## src/rtl/cheshire_uart_exit_mon.sv

```systemverilog
// rtl/cheshire_uart_exit_mon.sv - UART receive monitor with byte FIFO and in-band exit decoder
module cheshire_uart_exit_mon #(
    parameter int unsigned DivWidth  = 16,
    parameter int unsigned DataBits  = 8,
    parameter bit          ParityEn  = 1'b0,
    parameter bit          ParityOdd = 1'b0,
    parameter int unsigned StopBits  = 1,
    parameter int unsigned FifoDepth = 16,
    parameter logic [7:0]  ExitMagic = 8'h04
) (
    input  logic                clk_i,
    input  logic                rst_ni,
    input  logic                en_i,
    input  logic [DivWidth-1:0] clk_div_i,
    input  logic                uart_rx_i,
    output logic                byte_valid_o,
    input  logic                byte_ready_i,
    output logic [7:0]          byte_o,
    output logic                frame_err_o,
    output logic                parity_err_o,
    output logic                overflow_o,
    output logic                exit_valid_o,
    output logic [31:0]         exit_o
);

    localparam int unsigned AW = $clog2(FifoDepth);

    typedef enum logic [2:0] {RX_IDLE, RX_START, RX_DATA, RX_PARITY, RX_STOP} rx_state_e;
    typedef enum logic {EX_IDLE, EX_CODE} ex_state_e;

    rx_state_e             rx_state_q, rx_state_d;
    ex_state_e             ex_state_q, ex_state_d;
    logic                  rx_s1_q, rx_s1_d, rx_s2_q, rx_s2_d, rx_prev_q, rx_prev_d;
    logic [DivWidth-1:0]   div_q, div_d, cnt_q, cnt_d;
    logic [3:0]            bit_cnt_q, bit_cnt_d;
    logic [DataBits-1:0]   shreg_q, shreg_d;
    logic                  par_bad_q, par_bad_d, stop_bad_q, stop_bad_d;
    logic                  frame_err_q, frame_err_d, parity_err_q, parity_err_d;
    logic                  rx_vld_q, rx_vld_d;
    logic [7:0]            rx_byte_q, rx_byte_d;
    logic [1:0]            code_n_q, code_n_d;
    logic [31:0]           code_q, code_d, exit_q, exit_d;
    logic                  exit_valid_q, exit_valid_d, overflow_q, overflow_d;
    logic [AW:0]           wptr_q, wptr_d, rptr_q, rptr_d;
    logic [7:0]            mem_q [FifoDepth];

    logic                  fell, stop_bad, par_calc, fifo_empty, fifo_full, pop, push_req, push_ok;
    logic [DivWidth-1:0]   div_eff;
    logic [7:0]            data_ext;

    assign div_eff  = (clk_div_i < DivWidth'(4)) ? DivWidth'(4) : clk_div_i;
    assign fell     = rx_prev_q & ~rx_s2_q;
    assign stop_bad = stop_bad_q | ~rx_s2_q;
    assign par_calc = (^shreg_q) ^ rx_s2_q;

    always_comb begin
        data_ext = '0;
        data_ext[DataBits-1:0] = shreg_q;
    end

    // Receive FSM: all timing derived from the divider latched at the start edge
    always_comb begin
        rx_state_d   = rx_state_q;
        rx_s1_d      = uart_rx_i;
        rx_s2_d      = rx_s1_q;
        rx_prev_d    = rx_s2_q;
        div_d        = div_q;
        cnt_d        = cnt_q;
        bit_cnt_d    = bit_cnt_q;
        shreg_d      = shreg_q;
        par_bad_d    = par_bad_q;
        stop_bad_d   = stop_bad_q;
        frame_err_d  = 1'b0;
        parity_err_d = 1'b0;
        rx_vld_d     = 1'b0;
        rx_byte_d    = rx_byte_q;
        if (rx_state_q != RX_IDLE && cnt_q != '0) begin
            cnt_d = cnt_q - DivWidth'(1);
        end else begin
            unique case (rx_state_q)
                RX_IDLE: begin
                    if (fell) begin
                        div_d      = div_eff;
                        cnt_d      = (div_eff >> 1) - DivWidth'(1);
                        rx_state_d = RX_START;
                    end
                end
                RX_START: begin
                    cnt_d      = div_q - DivWidth'(1);
                    bit_cnt_d  = '0;
                    par_bad_d  = 1'b0;
                    stop_bad_d = 1'b0;
                    rx_state_d = rx_s2_q ? RX_IDLE : RX_DATA;
                end
                RX_DATA: begin
                    cnt_d   = div_q - DivWidth'(1);
                    shreg_d = {rx_s2_q, shreg_q[DataBits-1:1]};
                    if (bit_cnt_q == 4'(DataBits - 1)) begin
                        bit_cnt_d  = '0;
                        rx_state_d = ParityEn ? RX_PARITY : RX_STOP;
                    end else begin
                        bit_cnt_d = bit_cnt_q + 4'd1;
                    end
                end
                RX_PARITY: begin
                    cnt_d      = div_q - DivWidth'(1);
                    rx_state_d = RX_STOP;
                    if (par_calc != ParityOdd) begin
                        parity_err_d = 1'b1;
                        par_bad_d    = 1'b1;
                    end
                end
                RX_STOP: begin
                    cnt_d = div_q - DivWidth'(1);
                    if (bit_cnt_q == 4'(StopBits - 1)) begin
                        rx_state_d = RX_IDLE;
                        if (stop_bad) begin
                            frame_err_d = 1'b1;
                        end else if (!par_bad_q) begin
                            rx_vld_d  = 1'b1;
                            rx_byte_d = data_ext;
                        end
                    end else begin
                        stop_bad_d = stop_bad;
                        bit_cnt_d  = bit_cnt_q + 4'd1;
                    end
                end
                default: rx_state_d = RX_IDLE;
            endcase
        end
        if (!en_i) begin
            rx_state_d   = RX_IDLE;
            frame_err_d  = 1'b0;
            parity_err_d = 1'b0;
            rx_vld_d     = 1'b0;
        end
    end

    // Exit parser swallows magic and code bytes; everything else heads to the FIFO
    always_comb begin
        ex_state_d   = ex_state_q;
        code_n_d     = code_n_q;
        code_d       = code_q;
        exit_d       = exit_q;
        exit_valid_d = exit_valid_q;
        push_req     = 1'b0;
        if (rx_vld_q) begin
            if (exit_valid_q) begin
                push_req = 1'b1;
            end else if (ex_state_q == EX_IDLE) begin
                if (rx_byte_q == ExitMagic) begin
                    ex_state_d = EX_CODE;
                    code_n_d   = 2'd0;
                end else begin
                    push_req = 1'b1;
                end
            end else begin
                code_d[{code_n_q, 3'b000} +: 8] = rx_byte_q;
                code_n_d = code_n_q + 2'd1;
                if (code_n_q == 2'd3) begin
                    exit_d       = {rx_byte_q, code_q[23:0]};
                    exit_valid_d = 1'b1;
                    ex_state_d   = EX_IDLE;
                end
            end
        end
        if ((frame_err_q || parity_err_q) && ex_state_q == EX_CODE) begin
            ex_state_d = EX_IDLE;
        end
    end

    assign fifo_empty = (wptr_q == rptr_q);
    assign fifo_full  = (wptr_q[AW] != rptr_q[AW]) && (wptr_q[AW-1:0] == rptr_q[AW-1:0]);
    assign pop        = ~fifo_empty & byte_ready_i;
    assign push_ok    = push_req & (~fifo_full | pop);

    always_comb begin
        wptr_d     = wptr_q + {{AW{1'b0}}, push_ok};
        rptr_d     = rptr_q + {{AW{1'b0}}, pop};
        overflow_d = overflow_q | (push_req & ~push_ok);
    end

    always_ff @(posedge clk_i) begin
        if (push_ok) mem_q[wptr_q[AW-1:0]] <= rx_byte_q;
    end

    always_ff @(posedge clk_i) begin
        if (!rst_ni) begin
            rx_state_q   <= RX_IDLE;
            ex_state_q   <= EX_IDLE;
            rx_s1_q      <= 1'b1;
            rx_s2_q      <= 1'b1;
            rx_prev_q    <= 1'b1;
            div_q        <= '0;
            cnt_q        <= '0;
            bit_cnt_q    <= '0;
            shreg_q      <= '0;
            par_bad_q    <= 1'b0;
            stop_bad_q   <= 1'b0;
            frame_err_q  <= 1'b0;
            parity_err_q <= 1'b0;
            rx_vld_q     <= 1'b0;
            rx_byte_q    <= '0;
            code_n_q     <= '0;
            code_q       <= '0;
            exit_q       <= '0;
            exit_valid_q <= 1'b0;
            overflow_q   <= 1'b0;
            wptr_q       <= '0;
            rptr_q       <= '0;
        end else begin
            rx_state_q   <= rx_state_d;
            ex_state_q   <= ex_state_d;
            rx_s1_q      <= rx_s1_d;
            rx_s2_q      <= rx_s2_d;
            rx_prev_q    <= rx_prev_d;
            div_q        <= div_d;
            cnt_q        <= cnt_d;
            bit_cnt_q    <= bit_cnt_d;
            shreg_q      <= shreg_d;
            par_bad_q    <= par_bad_d;
            stop_bad_q   <= stop_bad_d;
            frame_err_q  <= frame_err_d;
            parity_err_q <= parity_err_d;
            rx_vld_q     <= rx_vld_d;
            rx_byte_q    <= rx_byte_d;
            code_n_q     <= code_n_d;
            code_q       <= code_d;
            exit_q       <= exit_d;
            exit_valid_q <= exit_valid_d;
            overflow_q   <= overflow_d;
            wptr_q       <= wptr_d;
            rptr_q       <= rptr_d;
        end
    end

    assign byte_valid_o = ~fifo_empty;
    assign byte_o       = fifo_empty ? 8'h00 : mem_q[rptr_q[AW-1:0]];
    assign frame_err_o  = frame_err_q;
    assign parity_err_o = parity_err_q;
    assign overflow_o   = overflow_q;
    assign exit_valid_o = exit_valid_q;
    assign exit_o       = exit_q;

endmodule
```

## config.mk

```make
export PLATFORM = sky130hd
export DESIGN_NAME = cheshire_uart_exit_mon
export DESIGN_NICKNAME = d
export VERILOG_FILES = /design/src/rtl/cheshire_uart_exit_mon.sv
export SDC_FILE = /design/constraint.sdc
export NUM_CORES = 1
export LEC_CHECK = 0
export ABC_AREA = 1
export CAP_MARGIN = 30
export CELL_PAD_IN_SITES_DETAIL_PLACEMENT = 1
export CELL_PAD_IN_SITES_GLOBAL_PLACEMENT = 1
export CORE_MARGIN = 5
export CORE_UTILIZATION = 46
export CTS_BUF_LIST = sky130_fd_sc_hd__clkbuf_4 sky130_fd_sc_hd__clkbuf_8 sky130_fd_sc_hd__clkbuf_16
export DETAILED_ROUTE_END_ITERATION = 10
export GPL_TIMING_DRIVEN = 0
export PLACE_DENSITY_LB_ADDON = 0.05
export SYNTH_ARGS = -nofsm -noshare
export SYNTH_HDL_FRONTEND = slang
export SYNTH_SLANG_ARGS = --single-unit
```

## constraint.sdc

```tcl
create_clock -name clk_i -period 2.46 [get_ports clk_i]
set_input_delay 0.246 -clock clk_i [delete_from_list [all_inputs] [get_ports clk_i]]
set_output_delay 0.246 -clock clk_i [all_outputs]
set_load 0.05 [all_outputs]
```

==> metrics <==
status=complete, but fails checks; failing checks=negative setup slack; Placeable Area=0.0242 sq mm; Worst-path clk slew=0.06 ns; RSZ-0062 raised after global routing=yes; H-tree depth=1; I/O pin cnt=66; Final Setup Violations=3; busiest grt layer=met2; Compound-Gate Fraction of Synth Area=0.146; largest net degree at the start of global routing=23; syn_area_per_cell=9.20 sq um; routed wire length=between 30,000 and 40,000 um; post-synthesis mux area share=0.0115; main combinational cell family by area after synthesis=simple AND/OR/NAND/NOR gates; routability cong.=0.823; post-route ant nets=0; area of the die=0.0278 sq mm; total of max-cap violations=0; Area contributors post-synth=edfxtp_1, dfxtp_1, nor2_1; Worst-Skew Late Latency=approximately 0.54 ns; drt drc=0; IO Port Bufs=65; vias in the first global route=between 9,000 and 10,000; FF+latch count, synth=approximately 260; Die Height=167 um; Hold-fix buffers, CTS=0; Slew Viols, Final=0; Post-synth EDFFs=128; Worst setup EP type=output pin; Simple-Gate Fraction of Synth Area=0.177; initial antenna violation count=0; Unique masters post-synth=38; Syn Std Cell Area=0.0113 sq mm; Synth Area in XOR/XNOR=0.0124; met3 Usage GRT=0.0284; number of CTS-inserted buffers=28; Hold WC Path Type=input port to flop; grt ovf=0; PwrDens=680 mW/mm^2; Worst Tran Pin Value=0.712 ns; Post-Synthesis Cells=1,230; GR Util All Layers=0.235; share of cells above drive strength 1=0.156; final worst path period share=1.05; DR vias=9,213; YS warnings=0; initial drt markers=between 500 and 600; CTS Buffer Depth=3; Layout area overhead=23.8%; layout net count=1,368; GRT met2 Usage=0.435; CTS tree=built; Final Hold Viols=0; Initial Util=0.467; # fillers=approximately 2,700; Seq/Total Area, Yosys=0.576; Crit Path Category=flop to output pin; LEAKAGE=0.00520 uW; syn nets=1,263; DP Wirelength=22,300 um; first-pass GRT wire length=53,300 um; Rel. slew slack=0.525; DR pass1 iterations=5; minimum clock period=2.57 ns; GR Layer Usage met1=0.290; PnR worst setup slack=-0.111 ns; most frequent cells in the layout=nor2_1, nand2_1, edfxtp_1, dfxtp_1, inv_1; commonest non-fill, non-tap cell in the layout=nor2_1; Post-synth top flop=dfxtp_1; post-synth top area share=0.340; crit path DAT=2.33 ns; worst path required time=2.21 ns; vias per cell=~5.5; area leader, netlist=edfxtp_1; Chip Width=167 um; startpoint types=flop; ant diodes=0; VDD IR max=between 0.0004 and 0.0005 V; pre-CTS setup slack=-0.839 ns; Worst Skew=between 0.02 and 0.025 ns; Finished Core Util=0.578; clock tree sinks=262; std cell rows=57; fmax=0.389 GHz; CP max FO=10; async set or reset register ratio after synthesis=0; Avg WL per Cell=20.3 um; clock root cell=clkbuf_16; Adder-Cell Fraction of Synth Area=0.0133
## sequential cells by signal, indices dropped and copies added (netlist names), 2 cells and up
| register | cells |
|---|---|
| mem_q | 128 |
| wptr_q | 5 |
| div_q | 16 |
| code_q | 24 |
| data_ext | 8 |
| cnt_q | 16 |
| rptr_q | 5 |
| code_n_q | 2 |
| rx_byte_q | 8 |
| bit_cnt_q | 4 |
| rx_state_q | 3 |
| exit_o | 32 |
## layout make-up
| cell class | count | area (sq um) | area share |
|---|---|---|---|
| clock inverter | 9 | 70.1 | 0.00500 |
| tap | 324 | 405 | 0.0289 |
| sequential | 262 | 6570 | 0.469 |
| clock buffer | 43 | 831 | 0.0593 |
| timing repair buffer | 77 | 786 | 0.0561 |
| multi-input combinational | 787 | 4440 | 0.317 |
| buffer | 61 | 454 | 0.0324 |
| inverter | 118 | 455 | 0.0325 |
## Yosys cell counts (2+ instances only)
cell and n:
nor2_1 197, nand2_1 162, dfxtp_1 134, edfxtp_1 128, o21ai_0 115, inv_1 111
a21oi_1 74, nand3_1 46, clkbuf_1 44, a31oi_1 30, a211oi_1 23, o32ai_1 19
xnor2_1 14, mux2i_1 13, nand4_1 13, o221ai_1 13, ha_1 12, nand2_2 11
nor2_2 11, buf_2 10, buf_1 5, nor3_1 5, buf_6 4, inv_2 4
o211ai_1 4, o21ai_1 4, or2_2 4, clkinv_1 3, nand3_4 3, nor2_4 3
nor4_1 2, o31ai_1 2, xor2_1 2
## final timing paths
check | start | end | slack, ns | cells past startpoint
max reg2reg | rx_byte_q[5] | mem_q[7][1] | 0.18 | 8
min reg2reg | rx_s1_q | rx_prev_d | 0.44 | 1
min | clk_div_i[0] | div_q[0] | 0.28 | 3
max | rptr_q[0] | byte_o[6] | -0.11 | 7
## where the power goes
group | total (uW) | switching, uW | internal [uW]
clock | 4130 | 1700 | 2430
sequential | 4700 | 85.7 | 4620
combinational | 684 | 444 | 240
total | 9520 | 2230 | 7290
## stage by stage
stage               cell area [sq um]  std cells  power [uW]  TNS (ns)  hold slack (ns)
detailed placement              12400       1620        5430    -74.09            0.432
floorplan                       11300       1230        5190         0            0.353
global route                    14000       1681        9910    -0.466            0.276
CTS                             13700       1676        9510    -0.127            0.260
global placement                12400       1619        5410    -67.56            0.422
finish                          14000       1681        9520    -0.165            0.279
## per-layer routing
metal  vias up  part of all wire
met3        58             0.036
met1      4511              0.41
met2       187              0.52
met4         0             0.026
met5         -                 0
li1       4457                 -
## cell families after synthesis
kind of cell,count (synthesis)
mux,13
fa+ha+maj,12
simple gates,462
xor+xnor,16
buf+inv,181
flops,262
compound gates,284
## critical path, stage by stage (launching register included)
cell and delay, ns:
dfxtp_4 0.38, buf_12 0.15, clkbuf_8 0.16, o21ai_1 0.21
o32ai_1 0.13, o211ai_1 0.38, a31oi_2 0.19, buf_6 0.19
## timing repair
item,4_1_cts,5_1_grt
pin swaps,12,22
setup buffers,4,5
hold endpoints to repair,0,0
gates resized for setup,170,66
setup endpoints to repair,151,146
gates cloned,1,1
No activity file was read; power rests on OpenSTA's default activity.
==> RTL change (same flow settings) <==
One comparison of `bit_cnt_q` changes from == to >=.
--- a/src/rtl/cheshire_uart_exit_mon.sv
+++ b/src/rtl/cheshire_uart_exit_mon.sv
@@ -97,3 +97,3 @@
                     shreg_d = {rx_s2_q, shreg_q[DataBits-1:1]};
-                    if (bit_cnt_q == 4'(DataBits - 1)) begin
+                    if (bit_cnt_q >= 4'(DataBits - 1)) begin
                         bit_cnt_d  = '0;
Check against the original RTL: same outputs for any inputs over 10 cycles, from zero or initial values and one cycle with rst_ni low; that may be too few to reach the edited logic, so the function may still have changed.
==> RTL change against the unedited design <==
- the run still ends with negative setup slack left
- cell count up 0.77%
- cell area up 3.2%
- power up 12%
- synthesized area up 0.22%
- critical endpoint is now byte_o[5]
- setup slack better by 0.042 ns
- sequential cell count unchanged
- combinational power up 80%
- wire length up 7.6%
==> RTL change: results (changes against the unedited design) <==
The worst setup slack after placement came to -0.746 ns (was -0.839 ns). The final-stage net count is 1,381 (was 1,368). The final worst clock skew came to 0.0159 ns (was 0.0206 ns). The total length of routed wires came out at 36,700 microns (was 34,100 microns). The met1 demand-to-capacity share in global routing came out at 29.9% (was 29.0%). The post-CTS setup repair buffer count is 14 (was 4).

The worst-case vdd ir drop is 479 uV (was 455 uV). Status: finished with violations (unchanged). The post-synthesis sequential area ratio is 57.5% (was 57.6%). The worst setup margin came to -0.0696 ns (was -0.111 ns). The initial antenna violation count came out at 1 (was 0). The fraction of final layout cells with drive strength greater than 1 came out at 18.5% (was 15.6%).

Biggest area contributors in the synthesized netlist: sky130_fd_sc_hd__edfxtp_1 34%, sky130_fd_sc_hd__dfxtp_1 24%, sky130_fd_sc_hd__nor2_1 6.3%, sky130_fd_sc_hd__o21ai_0 5.1%, sky130_fd_sc_hd__nand2_1 5.0% (was sky130_fd_sc_hd__edfxtp_1 34%, sky130_fd_sc_hd__dfxtp_1 24%, sky130_fd_sc_hd__nor2_1 6.5%, sky130_fd_sc_hd__nand2_1 5.4%, sky130_fd_sc_hd__o21ai_0 5.1%). The setup-violating endpoint count in the final report came out at 8 (was 3). The worst hold slack after final layout was 0.274 ns (was 0.279 ns). The via count of the first global-routing pass is 9,887 (was 9,813). The total nets after synthesis came out at 1,254 (was 1,263). The number of filler instances in the final layout came out at 2,696 (was 2,734).

The detailed router's first-iteration violation count came out at 671 (was 506). The global-route wire length before repair is 56,000 microns (was 53,300 microns). The measured slew at the worst slew-check pin came out at 0.718 ns (was 0.712 ns).

The setup slack of the worst register-to-register path was 0.06 ns (was 0.18 ns). Violations in the final reports: negative setup slack (unchanged). The total number of vias is 9,356 (was 9,213). The switching share of power came to 26.1% (was 23.4%). The number of library cell types mapped by synthesis came out at 44 (was 38).

The leakage power of the design is 5.42 nW (was 5.20 nW). The met2 demand-to-capacity share in global routing came out at 46.8% (was 43.5%). The largest fanout of any net on the critical path is 6 (was 10). The final HPWL from detailed placement came out at 23,000 microns (was 22,300 microns).
==> RTL change: changes by cell type in the layout (fill, tap and decap cells not counted), sizes merged, moves of 3 or more <==
cell,delta
buf,+18
nand4,-12
clkbuf,-10
a21oi,+9
nor2,-9
a31oi,-5
clkinv,+5
o21ai,+5
xor2,+5
bufinv,+4
xnor2,-3
==> RTL change: routing by layer <==
layer  up-vias  wire [microns]
met5         -              13
met4         2            1240
met3        78            1500
met2       247           19200
met1      4570           14800
li1       4459               -
==> RTL change: power groups by stage <==
stage / registers, mW / logic (mW) / clock network (mW)
floorplan: 4.84 / 0.785 / 0
global placement: 4.90 / 1.07 / 0
detailed placement: 4.91 / 1.10 / 0
CTS: 4.81 / 1.18 / 4.66
global route: 4.82 / 1.35 / 4.90
finish: 4.81 / 1.23 / 4.62
==> RTL change: worst max-delay path, delay by kind of cell, from the launching register on <==
family / cells / cell delay, ns
buffers and inverters: 4 / 0.63
flip-flops: 1 / 0.36
AND/OR/NAND/NOR: 1 / 0.17
AO/OA/AOI/OAI: 2 / 0.40
multiplexers: 1 / 0.16
==> RTL change: worst min path at each step <==
stage               depth (start not counted)                from                   end
CTS                                         2           uart_rx_i    rx_s1_q$_SDFF_PN1_
global route                                2           uart_rx_i    rx_s1_q$_SDFF_PN1_
finish                                      2           uart_rx_i    rx_s1_q$_SDFF_PN1_
floorplan                                   1           uart_rx_i    rx_s1_q$_SDFF_PN1_
global placement                            1  rx_s1_q$_SDFF_PN1_  rx_prev_d$_SDFF_PN1_
detailed placement                          1  rx_s1_q$_SDFF_PN1_  rx_prev_d$_SDFF_PN1_
==> RTL change: area by class of cell <==
class / count / share of cell area [%]
Tap cell: 324 / 2.80
Multi-Input combinational cell: 784 / 31.5
Clock buffer: 32 / 5.31
Inverter: 116 / 3.13
Sequential cell: 262 / 45.4
Clock inverter: 20 / 1.69
Buffer: 58 / 3.19
Timing Repair Buffer: 98 / 6.93
==> RTL change: cell families after synthesis <==
kind of cell	share of synthesized area (%)
multiplexers	1.15
buffers and inverters	6.10
flip-flops	57.5
AO/OA/AOI/OAI	15.1
AND/OR/NAND/NOR	17.4
XOR/XNOR	1.39
adder cells (fa/ha/maj)	1.32
==> RTL change: per-stage QoR <==
stage / setup TNS [ns] / instance area [sq um] / power (mW) / std cells
2_1_floorplan: 0 / 11300 / 5.63 / 1221
3_3_place_gp: -70.02 / 12400 / 5.97 / 1610
3_5_place_dp: -82.63 / 12400 / 6.00 / 1610
4_1_cts: -1.79 / 14100 / 10.6 / 1680
5_1_grt: -0.746 / 14500 / 11.1 / 1694
6_report: -0.216 / 14500 / 10.7 / 1694
